===== config.mk =====
export PLATFORM = sky130hd
export DESIGN_NAME = sample_input
export DESIGN_NICKNAME = d
export VERILOG_FILES = /design/src/rtl/sample_input.sv
export SDC_FILE = /design/constraint.sdc
export NUM_CORES = 1
export LEC_CHECK = 0
export ABC_CLOCK_PERIOD_IN_PS = 3830
export BUFFER_PORTS_ARGS = -buffer_cell sky130_fd_sc_hd__buf_4
export CAP_MARGIN = 20
export CORE_UTILIZATION = 55
export DETAILED_ROUTE_END_ITERATION = 16
export GPL_TIMING_DRIVEN = 1
export PLACE_DENSITY = 0.78
export SETUP_SLACK_MARGIN = 0.4
export SLEW_MARGIN = 20
export SYNTH_ARGS = -nofsm -noshare
export SYNTH_HDL_FRONTEND = slang
export SYNTH_SLANG_ARGS = --single-unit

===== constraint.sdc =====
create_clock -name i_Clock -period 3.83 [get_ports i_Clock]
set_input_delay 0.766 -clock i_Clock [delete_from_list [all_inputs] [get_ports i_Clock]]
set_output_delay 0.766 -clock i_Clock [all_outputs]
set_load 0.05 [all_outputs]

===== src/rtl/sample_input.sv =====
// sample_input: captures one left/right sample pair from a dual-channel ADC
// over a 3-wire SPI link and removes the DC offset the output path adds.
//
// Ports:
//   i_Clock      system clock (single domain)
//   i_Reset      synchronous, active-high reset
//   i_Start      request a read; taken only while o_Ready=1
//   i_SPI_Data   MISO from the ADC
//   o_SPI_CS     chip select, active low
//   o_SPI_Clock  SPI clock, mode 0 (idle low)
//   o_SPI_Data   MOSI
//   o_Sample_L   converted channel A sample
//   o_Sample_R   converted channel B sample
//   o_Valid      one-cycle pulse when both samples update
//   o_Ready      idle and able to accept i_Start
//
// Build option: define SAMPLE_INPUT_AVERAGE_EN to output the mean of the
// new and previous conversion of each channel.
`timescale 1ns/1ps

module sample_input #(
  parameter logic [31:0] SAMPLE_OFFSET  = 32'h20500,
  parameter logic [7:0]  READ_CHANNEL_A = 8'b00110001,
  parameter logic [7:0]  READ_CHANNEL_B = 8'b00110010,
  parameter int unsigned CLOCK_DIV      = 4
) (
  input  logic        i_Clock,
  input  logic        i_Reset,
  input  logic        i_Start,
  input  logic        i_SPI_Data,
  output logic        o_SPI_CS,
  output logic        o_SPI_Clock,
  output logic        o_SPI_Data,
  output logic [31:0] o_Sample_L,
  output logic [31:0] o_Sample_R,
  output logic        o_Valid,
  output logic        o_Ready
);

  typedef enum logic [2:0] {
    IDLE,
    FRAME_L,
    GAP,
    FRAME_R,
    DONE
  } state_t;

  localparam logic [8:0] HALF_END =
    9'(CLOCK_DIV - 1);
  localparam logic [8:0] GAP_END =
    9'(2 * CLOCK_DIV - 1);
  localparam logic [4:0] LAST_BIT = 5'd23;

  state_t      state;
  state_t      state_n;
  logic [8:0]  cnt;
  logic [8:0]  cnt_n;
  logic [4:0]  bit_idx;
  logic [4:0]  bit_n;
  logic        sclk;
  logic        sclk_n;
  logic        cs;
  logic        cs_n;
  logic [23:0] tx;
  logic [23:0] tx_n;
  // Only the low 16 received bits are ever used, so the receive
  // shifter keeps just those; the command echo byte falls off the top.
  logic [15:0] rx;
  logic [15:0] rx_n;
  logic [31:0] hold_l;
  logic [31:0] hold_l_n;
  logic [31:0] samp_l;
  logic [31:0] samp_l_n;
  logic [31:0] samp_r;
  logic [31:0] samp_r_n;
  logic [31:0] conv;
  logic        last;

`ifdef SAMPLE_INPUT_AVERAGE_EN
  logic [31:0] prev_l;
  logic [31:0] prev_l_n;
  logic [31:0] prev_r;
  logic [31:0] prev_r_n;
`endif

  function automatic logic [31:0] to_sample(
    input logic [15:0] raw
  );
    return {14'b0, raw, 2'b00} - SAMPLE_OFFSET;
  endfunction

`ifdef SAMPLE_INPUT_AVERAGE_EN
  // Signed mean of two samples; the 33-bit sum cannot overflow and
  // dropping its LSB is an arithmetic shift right by one.
  function automatic logic [31:0] mean2(
    input logic [31:0] a,
    input logic [31:0] b
  );
    logic [32:0] sum;
    sum = {a[31], a} + {b[31], b};
    return sum[32:1];
  endfunction
`endif

  always_ff @(posedge i_Clock) begin
    if (i_Reset) begin
      state   <= IDLE;
      cnt     <= '0;
      bit_idx <= '0;
      sclk    <= 1'b0;
      cs      <= 1'b1;
      tx      <= '0;
      rx      <= '0;
      hold_l  <= '0;
      samp_l  <= '0;
      samp_r  <= '0;
`ifdef SAMPLE_INPUT_AVERAGE_EN
      prev_l  <= '0;
      prev_r  <= '0;
`endif
    end else begin
      state   <= state_n;
      cnt     <= cnt_n;
      bit_idx <= bit_n;
      sclk    <= sclk_n;
      cs      <= cs_n;
      tx      <= tx_n;
      rx      <= rx_n;
      hold_l  <= hold_l_n;
      samp_l  <= samp_l_n;
      samp_r  <= samp_r_n;
`ifdef SAMPLE_INPUT_AVERAGE_EN
      prev_l  <= prev_l_n;
      prev_r  <= prev_r_n;
`endif
    end
  end

  always_comb begin
    state_n  = state;
    cnt_n    = cnt;
    bit_n    = bit_idx;
    sclk_n   = sclk;
    cs_n     = cs;
    tx_n     = tx;
    rx_n     = rx;
    hold_l_n = hold_l;
    samp_l_n = samp_l;
    samp_r_n = samp_r;
    conv     = '0;
    last     = 1'b0;
`ifdef SAMPLE_INPUT_AVERAGE_EN
    prev_l_n = prev_l;
    prev_r_n = prev_r;
`endif
    unique case (state)
      // DONE also accepts a start so back-to-back
      // reads leave a single CS-high cycle.
      IDLE, DONE: begin
        state_n = IDLE;
        if (i_Start) begin
          state_n = FRAME_L;
          cs_n    = 1'b0;
          sclk_n  = 1'b0;
          cnt_n   = '0;
          bit_n   = '0;
          tx_n    = {READ_CHANNEL_A, 16'h0000};
        end
      end
      FRAME_L, FRAME_R: begin
        if (cnt == HALF_END) begin
          cnt_n  = '0;
          sclk_n = ~sclk;
          // End of a high half: capture MISO, then
          // advance MOSI as SCLK drops.
          if (sclk) begin
            rx_n = {rx[14:0], i_SPI_Data};
            if (bit_idx == LAST_BIT) begin
              last = 1'b1;
            end else begin
              bit_n = bit_idx + 5'd1;
              tx_n  = {tx[22:0], 1'b0};
            end
          end
        end else begin
          cnt_n = cnt + 9'd1;
        end
        if (last) begin
          cs_n   = 1'b1;
          sclk_n = 1'b0;
          tx_n   = '0;
          bit_n  = '0;
          cnt_n  = '0;
          conv   = to_sample(rx_n);
          if (state == FRAME_L) begin
            state_n  = GAP;
            hold_l_n = conv;
          end else begin
            state_n = DONE;
`ifdef SAMPLE_INPUT_AVERAGE_EN
            samp_l_n = mean2(hold_l, prev_l);
            samp_r_n = mean2(conv, prev_r);
            prev_l_n = hold_l;
            prev_r_n = conv;
`else
            samp_l_n = hold_l;
            samp_r_n = conv;
`endif
          end
        end
      end
      GAP: begin
        if (cnt == GAP_END) begin
          state_n = FRAME_R;
          cs_n    = 1'b0;
          cnt_n   = '0;
          tx_n    = {READ_CHANNEL_B, 16'h0000};
        end else begin
          cnt_n = cnt + 9'd1;
        end
      end
      default: begin
        state_n = IDLE;
      end
    endcase
  end

  assign o_SPI_CS    = cs;
  assign o_SPI_Clock = sclk;
  assign o_SPI_Data  = tx[23];
  assign o_Sample_L  = samp_l;
  assign o_Sample_R  = samp_r;
  assign o_Valid     = (state == DONE);
  assign o_Ready     = (state == IDLE) ||
                       (state == DONE);

endmodule


# After elaboration in Yosys (flattened, before gate mapping)
# Cells that the tools add are included.
[totals]
ff_bits = 155
in_bits = 4
output_inout_bits = 69
elab_cells = 79
[op_classes]
add_sub_neg = 3
n_eq_ne = 13
mux = 37
n_bitwise = 2
n_reduce_logical = 14
[op_table]
columns = ["operator", "count"]
rows = [
  ["$mux 24", 6],
  ["$pmux 24 s3", 1],
  ["$mux 16", 3],
  ["$mux 9", 4],
  ["$pmux 9 s3", 1],
  ["$mux 5", 5],
  ["$sub 18x18->19 const B", 1],
  ["$mux 1", 10],
  ["$pmux 5 s2", 1],
  ["$add 9x1->9 const B", 1],
  ["$eq 9x2->1 const B", 1],
  ["$eq 9x3->1 const B", 1],
  ["$mux 3", 3],
  ["$ne 3x3->1 const B", 3],
  ["$pmux 3 s3", 1],
  ["$reduce_and 3->1", 3],
  ["$eq 3x2->1 const B", 2],
  ["$ne 2x2->1 const B", 3],
  ["$reduce_and 6->1", 1],
  ["$add 5x1->5 const B", 1],
  ["$eq 5x5->1 const B", 1],
  ["$reduce_and 5->1", 1],
  ["$reduce_and 2->1", 2],
  ["$reduce_and 4->1", 1],
  ["other kinds (10)", 12],
]

# Logic depth before layout (Yosys ltp)
[logic_depth]
depth_word = 7
mapped_depth = 12

# Least setup slack after synthesis
# Ideal clock, no wire load.
[synth_timing]
kind = "reg-to-reg"
start = "register cnt[0]"
end = "register samp_r[16] (netlist: o_Sample_R[16])"
setup_time_ns = 0.086
t_arrival_ns = 3.205
required_time_ns = 3.744
slack_ns = 0.540
stages_incl_launch_ff = 13
synth_period_minus_slack_ns = 3.290
path_cell_list = "dfxtp_1 > ha_1 > nor4b_1 > nand3_1 > clkbuf_1 > clkbuf_1 > mux2i_1 > ha_1 > nor2b_1 > nor4_1 > or3b_2 > a21boi_0 > a211oi_1"
[synth_via]
elab_chain_cells = 4
elab_cells_between_ends = 7
classes_between = "add/sub: 1; eq/ne: 1; mux: 4; reduce/logical: 1"
[synth_rtl]
columns = ["element", "line", "rtl"]
rows = [
  ["start, declared", "56", "logic [8:0] cnt;"],
  ["start signal, assigned", "123", "cnt <= cnt_n;"],
  ["$eq 9x2->1 *", "171", "if (cnt == HALF_END) begin"],
  ["$mux 16 / $mux 1 (equally long branches)", "171", ""],
  ["$mux 16 / $mux 1 (equally long branches)", "156", "unique case (state)"],
  ["$sub 18x18->19 / $reduce_and 3->1 (equally long branches)", "n/a", ""],
  ["end signal, assigned", "131", "samp_r <= samp_r_n;"],
  ["end, declared", "74", "logic [31:0] samp_r;"],
]
# Mark *: on every way between the ends. The rest lies on a longest branch, timed or not. The select of a mux whose other input is x is not followed.
# A chain may end at the register's enable or synchronous reset.

# Final worst setup path
# Same ends and word-level chain as after synthesis.

==> impl_metrics.ini <==
[placed_design]
place_area_sq_um = 4840
hpwl_mm = 6.54
preCtsSetupSlack_ns = 0.448
place_congestion = 0.881
io_buffers = 68

[floorplanning]
die_w_um = 92.6
fp.coreArea_sq_um = 7850
std_cell_rows = 32
start_util = 0.575
dieArea_sq_um = 8570
io_pins = 73
die_h_um = 92.6

[cts]
cts_tree = built
clk_pin_slew_ns = 0.10
clock_tree.buffer_depth = 2
cts_buffers = 9
h-tree-depth = 3
clk_latency_ns = 0.38
clock_sinks = 94
cts_hold_buf = 0
root_buffer = clkbuf_8

[sta]
timing.fmax_ghz = 0.317
period_minus_slack_ns = 3.16
rsz0062_at_grt = false
maxSlewHeadroom = 0.309
min_period_over_period = 0.824
tns_ns = 0
skew_ns = 0.0175
setup_viol = 0
slew_violations = 0
hold_violations = 0
setup_slack_ns = 0.672
tightest_slew_ns = 1.02
hold_slack_ns = 0.454

[finish]
final_common_cell = dfxtp_1
diodes = 0
fillCellCount = 691
multi_input_area_sq_um = 2250
drive_gt1_frac = 0.202
stdcell_area_sq_um = 5070
area_growth_pct = 12.4
fin_nets = 572
final_cell_mix = dfxtp_1, buf_4, nand2_1
regArea_sq_um = 1880

[logic_synthesis]
ys_seq_area_frac = 0.417
synthFlopType = dfxtp_1
ys_async_sr_fraction = 0
ys_ff_latch = 94
ys_types = 58
synth_edf_count = 0
yosysWarnings = 0
syn_area_per_cell_sq_um = 8.26
synth.cell_area_sq_um = 4510
synthCells = 546

[drt]
vias_per_cell = 5.74
drt_first_pass_iters = 4
wl_mm = 9.73
wl_per_cell_um = 14.5
vias = 3859
drc_errors = 0
drt_iter0_markers = 246
final_antenna_net_count = 0

[setup_path]
critical_path.max_fanout = 8
rr_endpoint = o_Sample_R[16]
reg2reg_depth = 11
crit_path_end_kind = flip-flop
r2r_slack_ns = 0.67
critical_path.startpoint_type = flip-flop
criticalPathCategory = reg -> reg
required_ns = 4.11
rr_startpoint = cnt[0]
cp.arrival_ns = 3.44

[power]
finalPower_mw = 1.82
power_density_nw_per_um2 = 358
ir_drop_mv = 0.207
power.leakage_nw = 1.80

[worst_hold_path]
hold_path.class = reg -> reg
min_from = o_Sample_L[3]
holdPathEnd = o_Sample_L[3]
whs_path_depth = 2

[global_route]
grt_max_degree = 92
gr-usage-all-layers = 0.238
antenna_found_initial = 0
grt_pass1_wl_mm = 16.3
grt_overflow_total = 0
grt_pass1_vias = 3587

[run_status]
outcome = finished clean

[job]
maxCapViolCount = 0
==> registers in the layout, indices dropped and copies added, names as in the netlist <==
signal	cells
hold_l	17
o_SPI_Clock	1
o_Sample_L	17
cnt	9
rx	16
o_Sample_R	17
bit_idx	5
o_SPI_CS	1
tx	8
state	3
==> power breakdown <==
group / internal (mW) / switching (mW)
registers: 0.992 / 0.0133
logic: 0.0416 / 0.114
clock network: 0.258 / 0.397
==> repair_timing <==
action                                  CTS  global route
endpoints found under the setup margin    0             4
setup buffers                             0             0
gates resized for setup                   0             5
==> worst max path at each step <==
stage                      to  slack, ns    from  depth (start not counted)
2_1_floorplan  o_Sample_R[16]       0.54  cnt[0]                         12
3_3_place_gp   o_Sample_R[16]       0.61  cnt[0]                         11
3_5_place_dp   o_Sample_R[16]       0.45  cnt[0]                         11
4_1_cts        o_Sample_R[16]       0.41  cnt[0]                         11
5_1_grt        o_Sample_R[16]       0.46  cnt[0]                         11
6_report       o_Sample_R[16]       0.67  cnt[0]                         11
==> metrics by stage <==
stage / util / cells
2_1_floorplan: - / 549
3_3_place_gp: 0.617 / 656
3_5_place_dp: 0.617 / 656
4_1_cts: 0.643 / 672
5_1_grt: 0.646 / 672
6_report: 0.646 / 672
==> layer usage <==
layer  wire, um  vias to the layer above  GRT usage  part of all wire
met3        491                       14     0.0443             0.050
met5          0                        -          0                 0
met2       4740                      118      0.402              0.49
met1       4310                     1801      0.289              0.44
li1           -                     1926          -                 -
met4        185                        0      0.117             0.019
==> synth_stat cells (2+ instances only) <==
library cell | instances | area [sq um]
nand2b_1 | 7 | 43.8
o21bai_1 | 2 | 15.0
nor2b_1 | 9 | 56.3
nand4_1 | 7 | 43.8
o31a_1 | 2 | 17.5
buf_4 | 31 | 233
or4_1 | 3 | 22.5
a21boi_0 | 2 | 15.0
nor3b_1 | 5 | 37.5
nand2_1 | 65 | 244
o22ai_1 | 2 | 12.5
nor2_1 | 57 | 214
a221oi_1 | 2 | 17.5
o41ai_1 | 3 | 26.3
o211a_1 | 2 | 20.0
nand3_1 | 27 | 135
a31oi_1 | 2 | 12.5
a211oi_1 | 19 | 143
nand3b_1 | 6 | 45.0
a21oi_1 | 53 | 265
or3b_2 | 3 | 26.3
xnor2_1 | 6 | 52.6
and2_1 | 2 | 12.5
xor2_1 | 3 | 26.3
a211oi_2 | 7 | 87.6
o21ai_0 | 8 | 40.0
nand4b_1 | 2 | 17.5
ha_1 | 3 | 37.5
or3_1 | 5 | 31.3
o31ai_1 | 4 | 30.0
mux2i_1 | 13 | 130
inv_1 | 4 | 15.0
buf_2 | 9 | 45.0
clkbuf_1 | 30 | 113
dfxtp_1 | 94 | 1880
nor3_1 | 23 | 115
nor4_1 | 3 | 18.8
==> worst max-delay path, stage by stage (launching register included) <==
cell and delay, ns:
dfxtp_1 0.40, ha_1 0.23, nor4b_1 0.26, buf_4 0.20, nand3_4 0.17, mux2i_4 0.27, ha_1 0.29, nor2b_1 0.29
nor4_1 0.10, or3b_2 0.44, a21boi_0 0.15, a211oi_1 0.25
==> cell families after synthesis <==
group	Yosys count	synth area share
multiplexers	15	0.0363
AND/OR/NAND/NOR	231	0.252
other	1	0.000831
flip-flops	94	0.417
adder cells (fa/ha/maj)	3	0.00832
buffers and inverters	76	0.0932
AO/OA/AOI/OAI	117	0.174
XOR/XNOR	9	0.0175
==> layout make-up <==
cell class | instances | share of cell area
multi-input combinational | 379 | 0.444
sequential | 94 | 0.371
timing repair buffer | 77 | 0.116
tap | 102 | 0.0252
clock buffer | 9 | 0.0244
clock inverter | 7 | 0.0158
inverter | 4 | 0.00296
Power figures use the tool's default switching activity.
